File: src/rtl/uart_tx_arbiter_if.sv
// Requester-side handshake bundle for the shared UART transmitter.
// Requester i presents its byte at req_data[8i+7:8i].
interface uart_tx_arbiter_if #(
  parameter int NUM_REQ = 4
);
  logic [NUM_REQ-1:0]   req_valid;
  logic [NUM_REQ*8-1:0] req_data;
  logic [NUM_REQ-1:0]   req_ready;

  modport master (output req_valid, output req_data, input req_ready);
  modport slave  (input req_valid, input req_data, output req_ready);
endinterface

File: src/rtl/uart_tx_arbiter.sv
// Round-robin arbiter feeding one 8N1 UART transmitter from NUM_REQ byte sources.
//   state | meaning
//   IDLE  | line high, grant offered to next requester in round-robin order
//   START | start bit (0) for BAUD_DIV cycles
//   DATA  | 8 data bits LSB first, BAUD_DIV cycles each
//   STOP  | stop bit (1) for BAUD_DIV cycles, then back to IDLE
module uart_tx_arbiter #(
  parameter int NUM_REQ  = 4,
  parameter int BAUD_DIV = 868,
  localparam int ID_W    = $clog2(NUM_REQ),
  localparam int CNT_W   = $clog2(BAUD_DIV)
) (
  input  logic            clk_in,
  input  logic            reset,
  input  logic            enable,
  uart_tx_arbiter_if.slave req_if,
  output logic            uart_tx,
  output logic            busy,
  output logic [ID_W-1:0] grant_id
);

  typedef enum logic [1:0] {IDLE, START, DATA, STOP} state_t;

  state_t           state, state_nxt;
  logic [CNT_W-1:0] baud_cnt, baud_cnt_nxt;
  logic [2:0]       bit_idx, bit_idx_nxt;
  logic [7:0]       data_q;
  logic             tx_q, tx_nxt;
  logic             baud_last;

  logic             found;
  logic [ID_W-1:0]  winner;
  logic             grant;

  // Search starts one past the last winner so every requester gets a turn.
  always_comb begin
    found  = 1'b0;
    winner = grant_id;
    for (int k = 1; k <= NUM_REQ; k++) begin
      int idx;
      idx = int'(grant_id) + k;
      if (idx >= NUM_REQ) idx = idx - NUM_REQ;
      if (!found && req_if.req_valid[idx]) begin
        found  = 1'b1;
        winner = ID_W'(idx);
      end
    end
  end

  // Gating with reset keeps req_ready quiet while reset is held low.
  assign grant            = (state == IDLE) && enable && reset && found;
  assign req_if.req_ready = grant ? (NUM_REQ'(1) << winner) : '0;

  assign baud_last = (baud_cnt == CNT_W'(BAUD_DIV - 1));

  always_comb begin
    state_nxt    = state;
    baud_cnt_nxt = baud_cnt;
    bit_idx_nxt  = bit_idx;
    case (state)
      IDLE: begin
        baud_cnt_nxt = '0;
        bit_idx_nxt  = '0;
        if (grant) state_nxt = START;
      end
      START: begin
        if (baud_last) begin
          state_nxt    = DATA;
          baud_cnt_nxt = '0;
        end else begin
          baud_cnt_nxt = baud_cnt + CNT_W'(1);
        end
      end
      DATA: begin
        if (baud_last) begin
          baud_cnt_nxt = '0;
          bit_idx_nxt  = bit_idx + 3'd1;
          if (bit_idx == 3'd7) state_nxt = STOP;
        end else begin
          baud_cnt_nxt = baud_cnt + CNT_W'(1);
        end
      end
      STOP: begin
        if (baud_last) begin
          state_nxt    = IDLE;
          baud_cnt_nxt = '0;
        end else begin
          baud_cnt_nxt = baud_cnt + CNT_W'(1);
        end
      end
      default: state_nxt = IDLE;
    endcase

    // Line level is precomputed from the next state so the pin comes straight off a flop.
    case (state_nxt)
      START:   tx_nxt = 1'b0;
      DATA:    tx_nxt = data_q[bit_idx_nxt];
      default: tx_nxt = 1'b1;
    endcase
  end

  always_ff @(posedge clk_in or negedge reset) begin
    if (!reset) begin
      state    <= IDLE;
      baud_cnt <= '0;
      bit_idx  <= '0;
      tx_q     <= 1'b1;
      data_q   <= '0;
      grant_id <= ID_W'(NUM_REQ - 1);
    end else begin
      state    <= state_nxt;
      baud_cnt <= baud_cnt_nxt;
      bit_idx  <= bit_idx_nxt;
      tx_q     <= tx_nxt;
      if (grant) begin
        data_q   <= req_if.req_data[8*int'(winner) +: 8];
        grant_id <= winner;
      end
    end
  end

  assign uart_tx = tx_q;
  assign busy    = (state != IDLE);

endmodule

File: src/flat_wrapper.sv
// flat-port wrapper written by rule: the top's interface ports become plain ports
module uart_tx_arbiter_flat 
#(
  parameter int NUM_REQ  = 4,
  parameter int BAUD_DIV = 868,
  localparam int ID_W    = $clog2(NUM_REQ),
  localparam int CNT_W   = $clog2(BAUD_DIV)
)
  (clk_in, reset, enable, uart_tx, busy, grant_id, req_if_req_valid, req_if_req_data, req_if_req_ready);
  uart_tx_arbiter_if #(.NUM_REQ(NUM_REQ)) req_if_i ();
  input  logic clk_in;
  input  logic reset;
  input  logic enable;
  output logic uart_tx;
  output logic busy;
  output logic [ID_W-1:0] grant_id;
  input wire logic [$bits(req_if_i.req_valid)-1:0] req_if_req_valid;
  input wire logic [$bits(req_if_i.req_data)-1:0] req_if_req_data;
  output wire logic [$bits(req_if_i.req_ready)-1:0] req_if_req_ready;
  assign req_if_i.req_valid = req_if_req_valid;
  assign req_if_i.req_data = req_if_req_data;
  assign req_if_req_ready = req_if_i.req_ready;
  uart_tx_arbiter #(.NUM_REQ(NUM_REQ), .BAUD_DIV(BAUD_DIV)) u_core (.clk_in(clk_in), .reset(reset), .enable(enable), .req_if(req_if_i), .uart_tx(uart_tx), .busy(busy), .grant_id(grant_id));
endmodule
File: config.mk
export PLATFORM = sky130hd
export DESIGN_NAME = uart_tx_arbiter_flat
export DESIGN_NICKNAME = d
export VERILOG_FILES = /design/src/rtl/uart_tx_arbiter_if.sv /design/src/rtl/uart_tx_arbiter.sv /design/src/flat_wrapper.sv
export SDC_FILE = /design/constraint.sdc
export NUM_CORES = 1
export LEC_CHECK = 0
export CAP_MARGIN = 20
export CORE_UTILIZATION = 52
export DETAILED_ROUTE_END_ITERATION = 8
export PLACE_DENSITY = 0.85
export SYNTH_ARGS = -nofsm -noshare
export SYNTH_HDL_FRONTEND = slang
export SYNTH_SLANG_ARGS = --single-unit
File: constraint.sdc
create_clock -name clk_in -period 4.3 [get_ports clk_in]
set_input_delay 0.645 -clock clk_in [delete_from_list [all_inputs] [get_ports clk_in]]
set_output_delay 0.645 -clock clk_in [all_outputs]
set_load 0.01 [all_outputs]
==> impl_metrics.csv <==
group,metric,value,unit
final_layout,area.growth.synth_to_final,30.56,%
routing,viasPerCell,5.855,
sta,hold_violations,0,
routing,drtIter0Drc,88,
routing,drc,0,
routing,wl_per_cell,14.66,µm
job,maxCapViolCount,0,
die,die_w,60.45,µm
sta,post-route-period-util,0.7586,
sta,finalSetupViolations,0,
setup_path,critical_path_buf_inv_count,2,
setup_path,cpPeakStageDelay,0.54,ns
final_layout,antenna_cells,0,
die,num_rows,20,
power,p_per_area,208.8,mW/mm²
synth,yosysUniqueCellTypes,45,
sta,fin_crit,3.262,ns
routing,via_count,1610,
placement,io_buffers,46,
placement,place_congestion,0.7869,
setup_path,crit_fanout,7,
die,start_util,0.5635,
placement,hpwl,3188,µm
global_routing,antenna_found_initial,0,
sta,slew_headroom,0.4840,
placement,dpl_cell_area,0.002283,mm²
min_path,hold_path_class,"register to register",
power,total_power,0.0004844,W
setup_path,cp_top_family,"buffers and inverters",
sta,rsz0062_at_grt,"no",
global_routing,grt_max_degree,27,
clock_tree,root_buffer,"clkbuf_4",
final_layout,layout.nets,274,
final_layout,fill_cells,255,
die,die_height,60.45,µm
setup_path,critPathKind,"input pin to primary output",
synth,synth_edf_count,0,
synth,syn_nets,230,
global_routing,grt_pass1_vias,1570,
global_routing,grt_overflow_total,0,
final_layout,multiInputGateArea,0.001065,mm²
clock_tree,cts_setup_buffers,0,
routing,drtPass1Iterations,4,
clock_tree,htree_levels,1,
sta,fmax,306.6,MHz
die,io_pins,47,
synth,yosys_register_bits,26,
global_routing,track_usage,0.2436,
clock_tree,cts_buffers,3,
routing,final_antenna_net_count,0,
routing,finalWirelength,4032,µm
setup_path,critPathCaptureType,"primary output",
setup_path,cp_common_cell,"clkdlybuf4s50_1",
die,core,0.003153,mm²
clock_tree,clk_latency,0.32,ns
sta,max_slew.worst_pin.slew,0.7632,ns
sta,slew_viol_final,0,
setup_path,required,3.65,ns
synth,avgSynthCellArea,9.451,µm²
final_layout,drive_gt1_frac,0.1126,
global_routing,grt_first_pass_wirelength,6679,µm
final_layout,seqCellArea,654.4,µm²
sta,whs,0.5152,ns
synth,seq_area_frac_synth,0.3683,
clock_tree,path_clk_slew,0.13,ns
clock_tree,cts_tree,"built",
sta,fin_tns_setup,0,ns
power,leakage,0.9968,nW
synth,synth_ff_type,"dfrtp_1",
outcome,status,"finished clean",
synth,synth_cells,188,
power,ir_drop,206.5,µV
setup_path,critPathArrivalTime,2.62,ns
synth,synth_area,0.001777,mm²
clock_tree,cts_resized,0,
clock_tree,clockBufferDepth,2,
final_layout,fin_area,0.002320,mm²
setup_path,worst_setup_path_start_kind,"input pin",
clock_tree,holdBufCountCts,0,
setup_path,critPathSlowestCell,"clkdlybuf4s50_1",
synth,synth_warnings,0,
clock_tree,clock_sinks,26,
placement,dp_slack,1.014,ns
sta,fin_ws,1.038,ns
sta,skew,0.002881,ns
synth,synthArstFlopShare,1.000,
die,dieArea,0.003654,mm²
setup_path,worstPathCellList,"clkdlybuf4s50_1 -> nand2b_1 -> o21ai_0 -> a221oi_2 -> and3_1 -> clkdlybuf4s50_1",
-- path summary, 6_finish.rpt --
kind | from | to | slack (ns) | depth (start not counted)
setup / recovery | req_if_req_valid[3] | req_if_req_ready[2] | 1.04 | 6
hold reg to reg | u_core.baud_cnt[0] | u_core.baud_cnt[0] | 0.52 | 1
hold / removal | u_core.baud_cnt[0] | u_core.baud_cnt[0] | 0.52 | 1
min in group asynchronous | reset | u_core.baud_cnt[8] | 0.71 | 2
setup reg to reg | u_core.baud_cnt[0] | u_core.uart_tx | 1.34 | 8
max in group asynchronous | reset | u_core.uart_tx | 3.29 | 2
-- per-stage QoR --
step / utilization / std cells
2_1_floorplan: - / 188
3_3_place_gp: 0.7242 / 271
3_5_place_dp: 0.7242 / 271
4_1_cts: 0.7357 / 275
5_1_grt: 0.7357 / 275
6_report: 0.7357 / 275
-- power by group --
| part | internal (W) | switching (W) | leakage [nW] |
|---|---|---|---|
| logic | 0.0000656 | 0.0000414 | 0.647 |
| registers | 0.000251 | 0.00000592 | 0.329 |
| clock network | 0.0000518 | 0.0000690 | 0.0210 |
-- synthesized netlist by cell type, types with 4 or more instances --
library cell  number  area share
mux2i_1           24        0.14
a21oi_1           10       0.028
nand3_1            6       0.017
xor2_1             6       0.030
nand2_1           12       0.025
dfrtp_1           23        0.32
nor3b_1            5       0.021
o21ai_0            5       0.014
and2_1             4       0.014
inv_1              5       0.011
clkbuf_1           5       0.011
nor2_1            17       0.036
o22ai_1            6       0.021
and3_1             4       0.014
mux2_2             9       0.057
-- registers in the layout, indices dropped and copies added, names as in the netlist --
name / cells
u_core.data_q: 8
u_core.state: 2
u_core.bit_idx: 3
u_core.grant_id: 2
u_core.baud_cnt: 10
u_core.uart_tx: 1
-- layer usage --
| layer | GRT usage | vias to the layer above | share of wire |
|---|---|---|---|
| li1 | - | 771 | - |
| met1 | 0.2714 | 784 | 0.41 |
| met2 | 0.4851 | 51 | 0.54 |
| met3 | 0.03838 | 4 | 0.043 |
| met4 | 0.04545 | 0 | 0.0052 |
| met5 | 0 | - | 0 |
-- cell usage in the layout (no fill, tap or decap), types with 2 or more instances in the layout --
cell type,instances
nand2b_1,3
nor2b_1,2
inv_1,5
and2_1,4
nand3_1,6
buf_4,4
o21ai_0,4
xor2_1,6
a221oi_2,2
a21oi_1,10
o22ai_1,6
nand3b_1,2
clkdlybuf4s50_1,46
clkbuf_4,3
mux2_2,9
dfstp_2,3
dfrtp_1,23
ha_1,3
and3_1,4
nor4_1,3
nor2_1,17
mux2i_1,24
nand2_1,12
nand4_1,2
nor3b_1,5
a32o_1,2
a2111oi_0,2
xnor2_1,3
-- layout make-up --
class | instances | area share
clock buffers | 4 | 0.01564
well taps | 44 | 0.02373
repair buffers | 50 | 0.2114
flip-flops and latches | 26 | 0.2821
multi-input cells | 146 | 0.4590
inverters | 5 | 0.008091
-- logic make-up after synthesis --
family,synth area share
compound gates,0.1289
simple gates,0.2070
buf+inv,0.03803
fa+ha+maj,0.02113
flops,0.3683
mux,0.1923
xor+xnor,0.04437
Power figures use the tool's default switching activity.
